[config.mk]
export PLATFORM = sky130hd
export DESIGN_NAME = ringbuffer_drain
export DESIGN_NICKNAME = d
export VERILOG_FILES = /design/src/rtl/ringbuffer_drain_pkg.sv /design/src/rtl/ringbuffer_drain_serializer.sv /design/src/rtl/ringbuffer_drain.sv
export SDC_FILE = /design/constraint.sdc
export NUM_CORES = 1
export LEC_CHECK = 0
export CORE_AREA = 2 2 95 97
export DETAILED_ROUTE_END_ITERATION = 16
export DIE_AREA = 0 0 97 99
export GPL_TIMING_DRIVEN = 1
export PLACE_DENSITY = 0.71
export SETUP_SLACK_MARGIN = 0.3
export SYNTH_ARGS = -nofsm -noshare
export SYNTH_HDL_FRONTEND = slang
export SYNTH_SLANG_ARGS = --single-unit
[constraint.sdc]
create_clock -name clk -period 2.55 [get_ports clk]
set_input_delay 0.3825 -clock clk [delete_from_list [all_inputs] [get_ports clk]]
set_output_delay 0.3825 -clock clk [all_outputs]
set_load 0.01 [all_outputs]
[src/rtl/ringbuffer_drain_pkg.sv]
// Shared definitions for the ring buffer drain path: FSM encoding, default
// header bytes and the frame length helper.
package ringbuffer_drain_pkg;

   typedef logic [2:0] state_t;

   localparam logic [2:0] S_IDLE  = 3'd0;
   localparam logic [2:0] S_POP   = 3'd1;
   localparam logic [2:0] S_LATCH = 3'd2;
   localparam logic [2:0] S_SEND  = 3'd3;
   localparam logic [2:0] S_ACK   = 3'd4;
   localparam logic [2:0] S_WAIT  = 3'd5;

   localparam int         DW_DEFAULT      = 48;
   localparam logic [7:0] HDR_OK_DEFAULT  = 8'hA5;
   localparam logic [7:0] HDR_OVF_DEFAULT = 8'h5A;

   // UART bytes per frame: one header plus the payload bytes.
   function automatic int frame_bytes(input int dw);
      return dw / 8 + 1;
   endfunction

endpackage

[src/rtl/ringbuffer_drain_serializer.sv]
// Header-plus-payload shift register for the drain path. Presents the current
// byte MSB-first and flags when it is the last byte of the frame.
module ringbuffer_drain_serializer
   import ringbuffer_drain_pkg::*;
#(
   parameter int DW = DW_DEFAULT
) (
   input  logic          clk,
   input  logic          reset,
   input  logic          load_i,
   input  logic          shift_i,
   input  logic [7:0]    hdr_i,
   input  logic [DW-1:0] data_i,
   output logic [7:0]    byte_o,
   output logic          last_o
);

   localparam int CW = $clog2(frame_bytes(DW));

   logic [DW+7:0] shreg_q, shreg_d;
   logic [CW-1:0] cnt_q, cnt_d;

   // The counter holds the number of bytes still to follow the current one.
   always_comb begin
      shreg_d = shreg_q;
      cnt_d   = cnt_q;
      if (load_i) begin
         shreg_d = {hdr_i, data_i};
         cnt_d   = CW'(frame_bytes(DW) - 1);
      end else if (shift_i && (cnt_q != '0)) begin
         shreg_d = {shreg_q[DW-1:0], 8'h00};
         cnt_d   = cnt_q - CW'(1);
      end
   end

   always_ff @(posedge clk) begin
      if (reset) begin
         shreg_q <= '0;
         cnt_q   <= '0;
      end else begin
         shreg_q <= shreg_d;
         cnt_q   <= cnt_d;
      end
   end

   assign byte_o = shreg_q[DW+7:DW];
   assign last_o = (cnt_q == '0);

endmodule

[src/rtl/ringbuffer_drain.sv]
// Pops frames from the sniffer ring buffer and feeds them byte by byte to the
// UART, prefixing each with a header that flags an intervening overflow.
module ringbuffer_drain
   import ringbuffer_drain_pkg::*;
#(
   parameter int         DW      = DW_DEFAULT,
   parameter logic [7:0] HDR_OK  = HDR_OK_DEFAULT,
   parameter logic [7:0] HDR_OVF = HDR_OVF_DEFAULT
) (
   input  logic          clk,
   input  logic          reset,
   input  logic          enable,
   input  logic          rb_empty,
   input  logic          rb_overflow,
   input  logic [DW-1:0] rb_read_data,
   output logic          rb_read_enable,
   input  logic          tx_busy,
   output logic          tx_start,
   output logic [7:0]    tx_data,
   output logic          active,
   output logic [15:0]   frame_count
);

   state_t      state_q, state_d;
   logic        rd_en_q, rd_en_d;
   logic        tx_start_q, tx_start_d;
   logic [7:0]  tx_data_q, tx_data_d;
   logic        active_q, active_d;
   logic [15:0] fcnt_q, fcnt_d;
   logic        ovf_q, ovf_d;

   logic        ser_load;
   logic        ser_shift;
   logic [7:0]  ser_byte;
   logic        ser_last;
   logic [7:0]  hdr_sel;

   assign hdr_sel = ovf_q ? HDR_OVF : HDR_OK;

   ringbuffer_drain_serializer #(
      .DW (DW)
   ) u_ser (
      .clk     (clk),
      .reset   (reset),
      .load_i  (ser_load),
      .shift_i (ser_shift),
      .hdr_i   (hdr_sel),
      .data_i  (rb_read_data),
      .byte_o  (ser_byte),
      .last_o  (ser_last)
   );

   always_comb begin
      state_d    = state_q;
      rd_en_d    = 1'b0;
      tx_start_d = 1'b0;
      tx_data_d  = tx_data_q;
      active_d   = active_q;
      fcnt_d     = fcnt_q;
      ovf_d      = ovf_q | rb_overflow;
      ser_load   = 1'b0;
      ser_shift  = 1'b0;

      case (state_q)
         S_IDLE: begin
            if (enable && !rb_empty) begin
               rd_en_d  = 1'b1;
               active_d = 1'b1;
               state_d  = S_POP;
            end
         end
         S_POP: begin
            state_d = S_LATCH;
         end
         // An overflow arriving in the consuming cycle must survive the clear.
         S_LATCH: begin
            ser_load = 1'b1;
            ovf_d    = rb_overflow;
            state_d  = S_SEND;
         end
         S_SEND: begin
            if (!tx_busy) begin
               tx_start_d = 1'b1;
               tx_data_d  = ser_byte;
               state_d    = S_ACK;
            end
         end
         S_ACK: begin
            state_d = S_WAIT;
         end
         S_WAIT: begin
            if (!tx_busy) begin
               if (!ser_last) begin
                  ser_shift = 1'b1;
                  state_d   = S_SEND;
               end else begin
                  fcnt_d   = fcnt_q + 16'd1;
                  active_d = 1'b0;
                  state_d  = S_IDLE;
               end
            end
         end
         default: begin
            state_d  = S_IDLE;
            active_d = 1'b0;
         end
      endcase
   end

   always_ff @(posedge clk) begin
      if (reset) begin
         state_q    <= S_IDLE;
         rd_en_q    <= 1'b0;
         tx_start_q <= 1'b0;
         tx_data_q  <= 8'h00;
         active_q   <= 1'b0;
         fcnt_q     <= 16'h0000;
         ovf_q      <= 1'b0;
      end else begin
         state_q    <= state_d;
         rd_en_q    <= rd_en_d;
         tx_start_q <= tx_start_d;
         tx_data_q  <= tx_data_d;
         active_q   <= active_d;
         fcnt_q     <= fcnt_d;
         ovf_q      <= ovf_d;
      end
   end

   assign rb_read_enable = rd_en_q;
   assign tx_start       = tx_start_q;
   assign tx_data        = tx_data_q;
   assign active         = active_q;
   assign frame_count    = fcnt_q;

endmodule

==> summary.md, run 1 <==
TritonCTS built the clock tree. Once the clock tree was built, the setup fixing pass inserted 0 buffers. The logs give 34.4% for the clock network fraction of design power and 56.40% for the relative max-transition margin. The clock drives 90 sinks.

Yosys attributes the largest share of cell area to sky130_fd_sc_hd__dfxtp_1, sky130_fd_sc_hd__nand2_1, sky130_fd_sc_hd__a311oi_1, sky130_fd_sc_hd__nor2_1, sky130_fd_sc_hd__a21oi_1. Power spread over the standard cell area amounts to 592.7 nW/µm². The run gives 1802 µm² as the total area of sequential cells.

CTS placed an instance of sky130_fd_sc_hd__clkbuf_8 at the clock tree root. End of the critical path: frame_count[15]. The part of the power in combinational logic is 11.6%, and the number of synthesis warnings is 0. The clock latency at the later pin of the worst-skew pair is 0.36 ns, and the number of DRC violations after detailed-routing iteration 0 is 167. The tools report the clock tree buffer depth as 2. The post-route clock skew came out at 0.01235 ns. The tools report the DRC violations left as 0. Clock-pin slew was measured on the worst setup and hold paths at 0.09 ns. The maximum level of the CTS H-tree was 3. The worst setup path is launched from a flop. In this run the worst setup path begins at u_ser.cnt_q[0]. The total power of the final layout was 2877 µW; the share of total power consumed by net switching was 25.24%. The final period utilization is 79.89%, and the count of TritonRoute iterations in the first routing pass is 4. For the post-placement cell area, the log shows 4648 µm². Entering global routing, the biggest net connects 59 pins.

By startpoint and endpoint, the worst setup path is classified as flop to flop. The top flip-flop cell by instance count after synthesis was sky130_fd_sc_hd__dfxtp_1. Setup violations remaining at the end of the flow were counted as 0. Routed wire length: 8660 µm. The logs give 3171 for the via count of the first global-routing pass and 9 for the TritonCTS buffer count.

For the sequential share of power, the log shows 54.0%. Summing all non-filler instances in the final layout gives an area of 4855 µm². The die covers 9603 µm². The first global-routing pass estimated 14240 µm of wire.

The data arrival at the endpoint of the critical path is 2.32 ns. The origin of the critical flop-to-flop path is u_ser.cnt_q[0]. The die span in y was 99 µm. STA classifies the critical path endpoint as a flop.

The fraction of synthesis flops using an asynchronous set or reset pin is 0%. For the pin with the worst max-slew slack, the measured transition is 0.6541 ns. The top cell type's share of synthesized area is 47.97%, and the number of antenna violations at the first check in global routing is 0. The floorplan has 34 rows.

In this run, synthesis inferred 0 flip-flops with an integrated enable. The cell count after placement was 627. Sorting the synthesized cells by how often they occur yields sky130_fd_sc_hd__nand2_1, sky130_fd_sc_hd__dfxtp_1, sky130_fd_sc_hd__nor2_1.

The die width was 97 µm. Summing all multi-input logic gate instances after layout gives 1793 µm². The per-cell routed wire length came out at 13.47 µm. For the number of vias in the routed layout, the log shows 3424. Global routing used 17.84% of the available tracks across all layers.

The power dissipated by switching net loads is 726.2 µW. Counting every instance in the synthesized netlist gives 469. Number of library cell types mapped by synthesis: 38. By instance count, the leading cell after synthesis is sky130_fd_sc_hd__nand2_1.

The run gives 0.51 ns as the worst setup slack for register-to-register paths. Input and output buffers added on the ports amount to 80. The tools report the effective utilization at floorplan as 43.93%. Compared with the post-synthesis result, the final layout area differs by 29.25%.

The count of nets left with antenna violations once routing finished came out at 0. The core region is 8551 µm². The worst hold path class is flop to flop.

The largest total area in the synthesized netlist belongs to sky130_fd_sc_hd__dfxtp_1. The number of antenna diodes in the final layout is 0. The total count of hold-check failures in the final report is 0. The number of cells on the worst reg-to-reg path is 7.

Setup repair after global routing left no endpoint under its margin. The internal power was 2151 µW; the leakage power of the design was 0.001596 µW. Based on the critical path, the design can be clocked at up to 0.4909 GHz. The maximum resistive drop on vdd was 0.3067 mV. The post-synthesis net count was 526. For the worst setup path, the data required time is 2.83 ns. The run gives 47.97% as the sequential share of the synthesized area. Of all nets on the critical path, the largest fanout is 8. The worst register-to-register path ends at frame_count[15]. For the post-synthesis cell area, the log shows 3756 µm². The smallest clock period supported by the final layout is computed as 2.037 ns. The max-slew violation total from the final report is 0.

The finished layout holds 643 standard cells, fillers aside. Summed over all layers, the global routing overflow is 0. The flow ran to the end, and the final reports show no timing, DRC or antenna violations. The final-stage net count was 587; the aggregate negative setup slack was 0 ns.

Routability-driven placement finished with a final weighted congestion of 0.7976. After synthesis, the mean cell area works out to 8.009 µm². In the final layout, the share of cells above drive strength 1 is 6.168%. The wire-length estimate of the detail-placed layout is 5919 µm. After filler insertion, the fill cell instance count of the layout stands at 792. The synthesized flop and latch total was 90; the total of max-cap violations was 0. Average via count per standard cell: 5.325.

For this design the top-level I/O count stands at 81.
## worst min path at each step
stage / startpoint / to / slack (ns) / depth (start not counted)
2_1_floorplan: u_ser.shreg_q[48] / tx_data[0] / 0.43 / 2
3_3_place_gp: u_ser.shreg_q[50] / tx_data[2] / 0.44 / 2
3_5_place_dp: tx_data[5] / tx_data[5] / 0.45 / 2
4_1_cts: u_ser.shreg_q[53] / tx_data[5] / 0.45 / 2
5_1_grt: u_ser.shreg_q[50] / tx_data[2] / 0.48 / 2
6_report: u_ser.shreg_q[53] / tx_data[5] / 0.45 / 2
## worst max-delay path, cell delays in order (launching register included)
cell	delay (ns)
sky130_fd_sc_hd__dfxtp_1	0.33
sky130_fd_sc_hd__inv_1	0.06
sky130_fd_sc_hd__ha_1	0.15
sky130_fd_sc_hd__ha_2	0.28
sky130_fd_sc_hd__nand3_1	0.20
sky130_fd_sc_hd__or3_1	0.43
sky130_fd_sc_hd__or3_1	0.37
sky130_fd_sc_hd__a21oi_1	0.15
## placed cells by master, fill, tap and decap left out, drive strengths merged, types with 6 or more instances in the layout
cell           instances
dfxtp                 90
a21oi                 31
clkbuf                10
xnor2                  9
nor2                  57
a31oi                  8
or3                    8
nand2                127
o21ai                  8
nand3                 13
a311oi                40
buf                    8
inv                    6
clkdlybuf4s50         79
nor3                   6
## cell type report
type	count	area share (%)
clock buffers	10	2.835
repair buffers	87	18.51
inverters	6	0.4639
flip-flops and latches	90	37.11
well taps	108	2.784
multi-input cells	336	36.93
clock inverters	6	1.366
## power by group through the flow
stage | logic [µW] | clock network [µW] | registers, µW
after global placement | 326 | 0 | 1580
after floorplan | 198 | 0 | 1570
final | 334 | 989 | 1550
after CTS | 335 | 1000 | 1550
after detailed placement | 333 | 0 | 1590
after global routing | 371 | 1060 | 1570
## through the flow
| stage | util, % | worst slack, ns | hold WS (ns) |
|---|---|---|---|
| 2_1_floorplan | - | 0.7347 | 0.4321 |
| 3_3_place_gp | 54.36 | 0.3545 | 0.4413 |
| 3_5_place_dp | 54.36 | 0.3001 | 0.4480 |
| 4_1_cts | 56.75 | 0.4158 | 0.4535 |
| 5_1_grt | 56.77 | 0.3941 | 0.4820 |
| 6_report | 56.77 | 0.5127 | 0.4531 |
## per-layer routing
metal / track usage [%] / share of wire [%]
met4: 7.476 / 1.3
met5: 0 / 0
met2: 29.01 / 47
met1: 23.11 / 47
met3: 3.830 / 4.8
## flip-flops by register name, summed over array words and instances (netlist names)
register / flops
state_q: 3
u_ser.shreg_q: 56
active: 1
rb_read_enable: 1
frame_count: 16
ovf_q: 1
tx_start: 1
u_ser.cnt_q: 3
tx_data: 8
## repair_timing
item	4_1_cts	5_1_grt
endpoints found under the hold margin	0	0
endpoints found under the setup margin	0	1
hold buffers	0	0
resized for setup	0	1
## cells by family after synthesis
family                   synth area share [%]
AND/OR/NAND/NOR                         26.68
AO/OA/AOI/OAI                           16.79
flip-flops                              47.97
buffers and inverters                   4.696
XOR/XNOR                                2.332
adder cells (fa/ha/maj)                0.9994
multiplexers                           0.5330
No activity file was read; power rests on OpenSTA's default activity.
==> run 2: changes to the inputs <==
==> constraint.sdc (replaced) <==
create_clock -name clk -period 1.92 [get_ports clk]
set_input_delay 0.288 -clock clk [delete_from_list [all_inputs] [get_ports clk]]
set_output_delay 0.288 -clock clk [all_outputs]
set_load 0.01 [all_outputs]
==> run 2 against run 1 <==
Combinational power is 69% higher. Final area is 16% higher. Largest cell class is now multi-input gates. Clock power is 61% higher. Die area stayed put. Largest power group unchanged. Non-clock buffer count is 32 higher. Core utilization is 9.1 points higher.
==> summary.md, run 2 (synthesis gave the netlist of run 1 again) <==
The die covers 9603 µm². The tools report the total power of the final layout as 4228 µW. The slowest stage of the critical path is the sky130_fd_sc_hd__dfxtp_2 cell. Ranked by flip-flop count, first place goes to u_ser.shreg_q. The filler cells instantiated in the layout total 684. Clock latency on the worst-skew pair, taken at its later pin, is 0.35 ns.

The logs give 0.2135 ns for the final critical-path setup slack and 6134 µm for the post-DP HPWL. For the leakage power of the design, the log shows 0.002151 µW. The TritonCTS buffer count is 9. The worst reg2reg path endpoint was u_ser.shreg_q[39]. The tool flagged a number of max-cap violations equal to 0. Setup violations remaining at the end of the flow were counted as 0.

The final layout contains routed wiring with a total length of 10510 µm. The run gives 0 as the total count of hold-check failures in the final report. On the critical path the largest part of the delay comes from buffers and inverters. Entering global routing, the biggest net connects 50 pins. The register with the most flip-flops in the layout has 56 of them. The cell count after placement was 638. The path with the worst hold slack has its endpoint at tx_data[1]. In this run the power density over the cells is 750.8 nW/µm². The run gives 90 as the clock sink total. The die width came out at 97 µm.

The number of placed I/O pins is 81. The clock arrives with 0.01045 ns of skew. The global routing met3 resource utilization came out at 4.823%. The number of cells on the worst reg-to-reg path was 9. The run finished with clean final reports. After routing, the total negative slack on setup checks comes to 0 ns. The tightest hold path in the finished design has a slack of 0.4521 ns.

Data on the critical path is required at its endpoint by 2.17 ns. Leaving out fill and tap cells, the most frequent cell in the layout is sky130_fd_sc_hd__nand2_1. The area overhead of the layout relative to synthesis came out at 49.93%. The top cell types in the final layout, fill and taps aside, are sky130_fd_sc_hd__nand2_1, sky130_fd_sc_hd__dfxtp_1, sky130_fd_sc_hd__clkdlybuf4s50_1. For the max-slew violation total from the final report, the log shows 0. In the final layout, the multi-input gates occupy 2046 µm².

Routability-driven placement finished with a final weighted congestion of 0.7765. The critical hold path startpoint was u_ser.shreg_q[49]. In this run the clock root is driven by a sky130_fd_sc_hd__clkbuf_8. Row generation in the floorplan step produced 34 rows. The worst hold path was traced through 2 stages.

The smallest clock period supported by the final layout is computed as 1.706 ns. The via count of the first global-routing pass came out at 3309. Setup repair after global routing could not meet its margin everywhere. The number of buffers inserted for hold repair after clock tree synthesis came out at 0. The signal on the critical path passes through inv_2 > ha_4 > ha_4 > buf_6 > nor2_4 > buf_12 > clkbuf_16 > nand2_1 > a311oi_1. Across every metal layer, demand over resource in global routing totals 19.17%. The worst setup slack for register-to-register paths is 0.21 ns.

The tools report the DRC violations left as 0. The first global-routing pass estimated 15390 µm of wire. The total area of sequential cells is 1819 µm².

STA classifies the critical path startpoint as a flop. The worst hold path class is flop to flop. Of all nets on the critical path, the largest fanout is 7. The logs give 675 for the number of cells in the finished layout apart from fillers and 0.4458 mV for the maximum resistive drop on vdd.

During placement, the flow inserted port buffers numbering 80. For the number of antenna violations at the first check in global routing, the log shows 0. Before CTS, the worst setup slack after placement is -0.07392 ns. Cell with the most instances on the worst path: sky130_fd_sc_hd__ha_4.

Static timing analysis puts the maximum clock frequency at 0.5860 GHz. The diode insertion count for antenna repair was 0. The global routing met2 resource utilization was 30.98%. After detailed routing, the average wire length per cell comes to 15.57 µm.

After global routing the overflow that remains totals 0. Detailed routing inserted a total of 3646 vias. In the finished design, the share of the clock period the worst path needs comes to 88.88%. The critical path contains buffers and inverters numbering 4 combined. The fraction of final layout cells sized beyond drive strength 1 is 22.05%. For the pin with the worst max-slew slack, the measured transition is 0.6695 ns.

The clock tree buffer depth came out at 2. STA classifies the critical path endpoint as a flop. In this run the critical register-to-register path is launched from u_ser.cnt_q[1]. The effective utilization at floorplan is 43.93%. The met1 global-route usage was 25.88%; the average via count per standard cell was 5.401. In this run the tightest slew margin relative to its limit is 55.37%.

STA puts the critical path data arrival time at 1.96 ns. For the final-stage net count, the log shows 619. TritonCTS built the clock tree.

Clock-pin slew was measured on the worst setup and hold paths at 0.10 ns. The total area inside the core boundary comes to 8551 µm². The first detailed-routing pass took 4 iterations.

The critical path in this run is classified as flop to flop. The number of nets with antenna violations after routing was 0. The H-tree was split into 3 levels.

The run gives 171 as the number of DRC violations after detailed-routing iteration 0. Most used routing layer in global routing: met2. For this run, the slowest stage of the critical path takes 0.35 ns.

The die is 99 µm tall.
## run 2: changes by cell type in the layout (fill, tap and decap cells not counted), moves of 14 or more
cell,change
sky130_fd_sc_hd__a311oi_2,+16
sky130_fd_sc_hd__dfxtp_1,-14
sky130_fd_sc_hd__buf_4,+16
sky130_fd_sc_hd__nand2_1,-16
sky130_fd_sc_hd__a311oi_1,-16
sky130_fd_sc_hd__dfxtp_2,+14
## run 2: worst max path at each step
stage                         startpoint           endpoint  slack [ns]  cells after the start
after CTS                 u_ser.cnt_q[0]  u_ser.shreg_q[33]        0.22                      8
after detailed placement         tx_busy  u_ser.shreg_q[33]       -0.07                      7
after global routing      u_ser.cnt_q[1]  u_ser.shreg_q[39]        0.11                      9
after floorplan           u_ser.cnt_q[1]    frame_count[11]        0.20                      8
final                     u_ser.cnt_q[1]  u_ser.shreg_q[39]        0.21                      9
after global placement           tx_busy    frame_count[12]       -0.04                      5
## run 2: power by group
part	leakage, µW	internal, µW	switching [µW]	total (µW)
clock	0.000120	877	715	1590
combinational	0.00129	298	268	566
sequential	0.000739	1990	78.9	2070
total	0.00215	3170	1060	4230
## run 2: per-stage QoR
step           instance area (µm²)  util (%)
2_1_floorplan                 3821         -
3_3_place_gp                  4815     56.31
3_5_place_dp                  4815     56.31
4_1_cts                       5109     59.75
5_1_grt                       5632     65.86
6_report                      5632     65.86
## run 2: worst min-delay path, cell delays in order (launching register included)
cell,delay (ns)
sky130_fd_sc_hd__dfxtp_1,0.32
sky130_fd_sc_hd__nand2_1,0.05
sky130_fd_sc_hd__a21oi_1,0.05
## run 2: what timing repair did
action / 4_1_cts / 5_1_grt
gates resized for setup: 10 / 70
setup buffers: 5 / 6
hold endpoints to repair: 0 / 0
endpoints found under the setup margin: 16 / 80
pin swaps: 7 / 27
gates cloned: 0 / 10
## run 2: final cells by class
class / instances / share of cell area [%]
Sequential cell: 90 / 32.30
Clock inverter: 7 / 2.200
Inverter: 6 / 0.4443
Tap cell: 108 / 2.399
Timing Repair Buffer: 119 / 24.13
Multi-Input combinational cell: 336 / 36.33
Clock buffer: 9 / 2.200
## run 2: per-layer routing
metal / share of wire (%) / vias to the layer above
li1: - / 1808
met1: 45 / 1737
met2: 49 / 93
met3: 5.9 / 8
met4: 1.0 / 0
met5: 0 / -
==> run 3: changes to the inputs <==
==> constraint.sdc (replaced) <==
create_clock -name clk -period 1.63 [get_ports clk]
set_input_delay 0.2445 -clock clk [delete_from_list [all_inputs] [get_ports clk]]
set_output_delay 0.2445 -clock clk [all_outputs]
set_load 0.01 [all_outputs]
==> run 3 against run 2 <==
The flow now finishes with violations (negative setup slack). Non-clock buffer count up 18. Count of clock-buffer cells in the layout unchanged. First-iteration DRC count grew 23%. Clock skew rose by 0.00092 ns. Via count is 6.1% higher. Routed wire length is 6.1% higher. Global-route usage is 1.4 points higher. Flip-flop and latch count stayed put. Power up 17%. Combinational power up 39%. Largest cell class unchanged.
==> summary.md, run 3 (synthesis gave the netlist of run 1 again) <==
The flow ran to the end, but the final reports show violations. The final reports fail on negative setup slack. Counting tap cells, the placed design contains a total of 654 instances. The via count of the first global-routing pass was 3466; the number of placed I/O pins was 81. Summed over all layers, the global routing overflow is 0. The analysis attributes to cell leakage a power of 0.002455 µW.

The slowest stage of the critical path is the sky130_fd_sc_hd__dfxtp_2 cell. The tree is rooted in a sky130_fd_sc_hd__clkbuf_8. Setup violations remaining at the end of the flow were counted as 39.

TritonCTS built the clock tree. For this run, the post-layout net count is 638. Traced cell by cell, the critical path runs through inv_2 > ha_4 > ha_4 > buf_6 > nor2_4 > buf_12 > clkbuf_16 > nand2_4 > a311oi_1. Leaving out fill and tap cells, the most frequent cell in the layout is sky130_fd_sc_hd__nand2_1.

Setup repair after global routing could not meet its margin everywhere. Clock latency on the worst-skew pair, taken at its later pin, is 0.37 ns. The number of hold buffers added after CTS was 0. The layout has 605 filler cells. Entering global routing, the biggest net connects 52 pins.

In this run, CTS created clock tree buffers numbering 9. The tools report the area of all placed cells without fillers as 5974 µm². The total of max-cap violations came out at 0.

For the total area of multi-input combinational cells, the log shows 2346 µm². Cells fill 69.87% of the core in the end. The count of TritonRoute iterations in the first routing pass was 5; the average via count per standard cell was 5.568.

The number of DRC violations after detailed-routing iteration 0 came out at 211. For the final database, setup skew stands at 0.01138 ns. The tools report the clock sink total as 90. The min-delay analysis places its worst path in the category input port to flop. The number of placement rows came out at 34. The number of cells in the finished layout apart from fillers is 695, and the full die area is 9603 µm². Hold is met by 0.2414 ns. Shortest clock period the worst path allows after layout: 1.824 ns. By startpoint and endpoint, the worst setup path is classified as flop to flop. The first global-routing pass estimated 16300 µm of wire.

Cell with the most instances on the worst path: sky130_fd_sc_hd__ha_4. The register with the most flip-flops in the layout has 56 of them. The top fanout value on the critical path is 6. DRC violations left: 0. At the worst endpoint, the arrival time is 2.08 ns. The worst endpoint required time was 1.89 ns; the total area of sequential cells was 1824 µm².

For the global-route total usage across every layer, the log shows 20.53%. The nature of the critical path endpoint was a flop. In this run the vertical extent of the chip is 99 µm. The final critical-path setup slack was -0.1940 ns; the post-placement cell area was 4900 µm². The post-DP HPWL was 6273 µm; the aggregate negative setup slack was -1.680 ns. Routability-driven placement finished with a final weighted congestion of 0.7991. The run gives 0 as the total count of hold-check failures in the final report. The largest single stage delay on the critical path is 0.35 ns.

Based on the critical path, the design can be clocked at up to 0.5483 GHz. The worst-case IR drop observed on VDD is 0.5564 mV. The tools report the maximum level of the CTS H-tree as 3. The area overhead of the layout relative to synthesis works out to 59.06%. The relative max-transition margin was 73.14%; the routed wire length was 11160 µm. In this run the remaining antenna-violating nets after routing total 0. The slew at the pin closest to its max-slew limit works out to 0.4028 ns.

Power spread over the standard cell area amounts to 829.1 nW/µm². In the layout the commonest cells are sky130_fd_sc_hd__nand2_1, sky130_fd_sc_hd__dfxtp_1, sky130_fd_sc_hd__nor2_1. No sink is reached through more buffers than the 2 on the longest clock path. The effective utilization at floorplan was 43.93%. The clock-pin slew on the worst setup and hold paths is 0.10 ns. After detailed routing, the average wire length per cell comes to 16.05 µm. The number of vias in the routed layout came out at 3870.

The largest register by flop count is u_ser.shreg_q. The tools report the startpoint type of the worst setup path as a flop. The core region is 8551 µm². The fraction of final layout cells sized beyond drive strength 1 was 31.23%; the final period utilization was 111.9%. The count of buffers added on input and output ports is 80. Measured along the x axis, the die boundary spans 97 µm. The logs give 0 for the max-slew violation total from the final report and 1 for the number of antenna violations at the first check in global routing.
[run 3: where the power goes]
part | total (µW) | switching (µW) | internal, µW | leakage (µW)
Combinational | 786 | 370 | 416 | 0.00161
Sequential | 2450 | 101 | 2340 | 0.000740
Clock | 1720 | 849 | 874 | 0.000106
Total | 4950 | 1320 | 3630 | 0.00245
[run 3: critical path, delay by kind of cell (launching register included)]
family                   cells  cell delay [ns]
adder cells (fa/ha/maj)      2             0.33
AND/OR/NAND/NOR              2             0.22
flip-flops                   1             0.35
buffers and inverters        4             0.48
AO/OA/AOI/OAI                1             0.32
[run 3: area by class of cell]
type | instances | area share, %
multi-input combinational | 337 | 39.27
sequential | 90 | 30.53
timing repair buffer | 137 | 23.71
tap | 108 | 2.262
clock buffer | 9 | 2.073
clock inverter | 7 | 1.696
inverter | 6 | 0.4188
antenna | 1 | 0.04188
[run 3: metal layers]
layer	track usage, %	part of all wire, %	vias to the layer above
met2	34.62	50	110
met3	3.688	4.3	21
met4	8.342	2.3	0
met5	0	0	-
li1	-	-	1867
met1	26.16	44	1872
[run 3: worst paths after layout]
kind / startpoint / endpoint / slack (ns) / depth (start not counted)
setup / recovery: u_ser.cnt_q[0] / u_ser.shreg_q[26] / -0.19 / 9
hold / removal: reset / ovf_q / 0.24 / 2
setup reg to reg: u_ser.cnt_q[0] / u_ser.shreg_q[26] / -0.19 / 9
hold reg to reg: tx_data[6] / tx_data[6] / 0.46 / 2
[run 3: per-stage QoR]
step	total power, µW	setup WS, ns
2_1_floorplan	2788	-0.08527
3_3_place_gp	3031	-0.3121
3_5_place_dp	3050	-0.3623
4_1_cts	4808	-0.06416
5_1_grt	5145	-0.2623
6_report	4953	-0.1940
[run 3: timing repair]
| item | 4_1_cts | 5_1_grt |
|---|---|---|
| gates resized for setup | 86 | 91 |
| cloned | 2 | 5 |
| setup endpoints to repair | 115 | 95 |
| setup buffers | 9 | 8 |
| pin swaps | 23 | 49 |
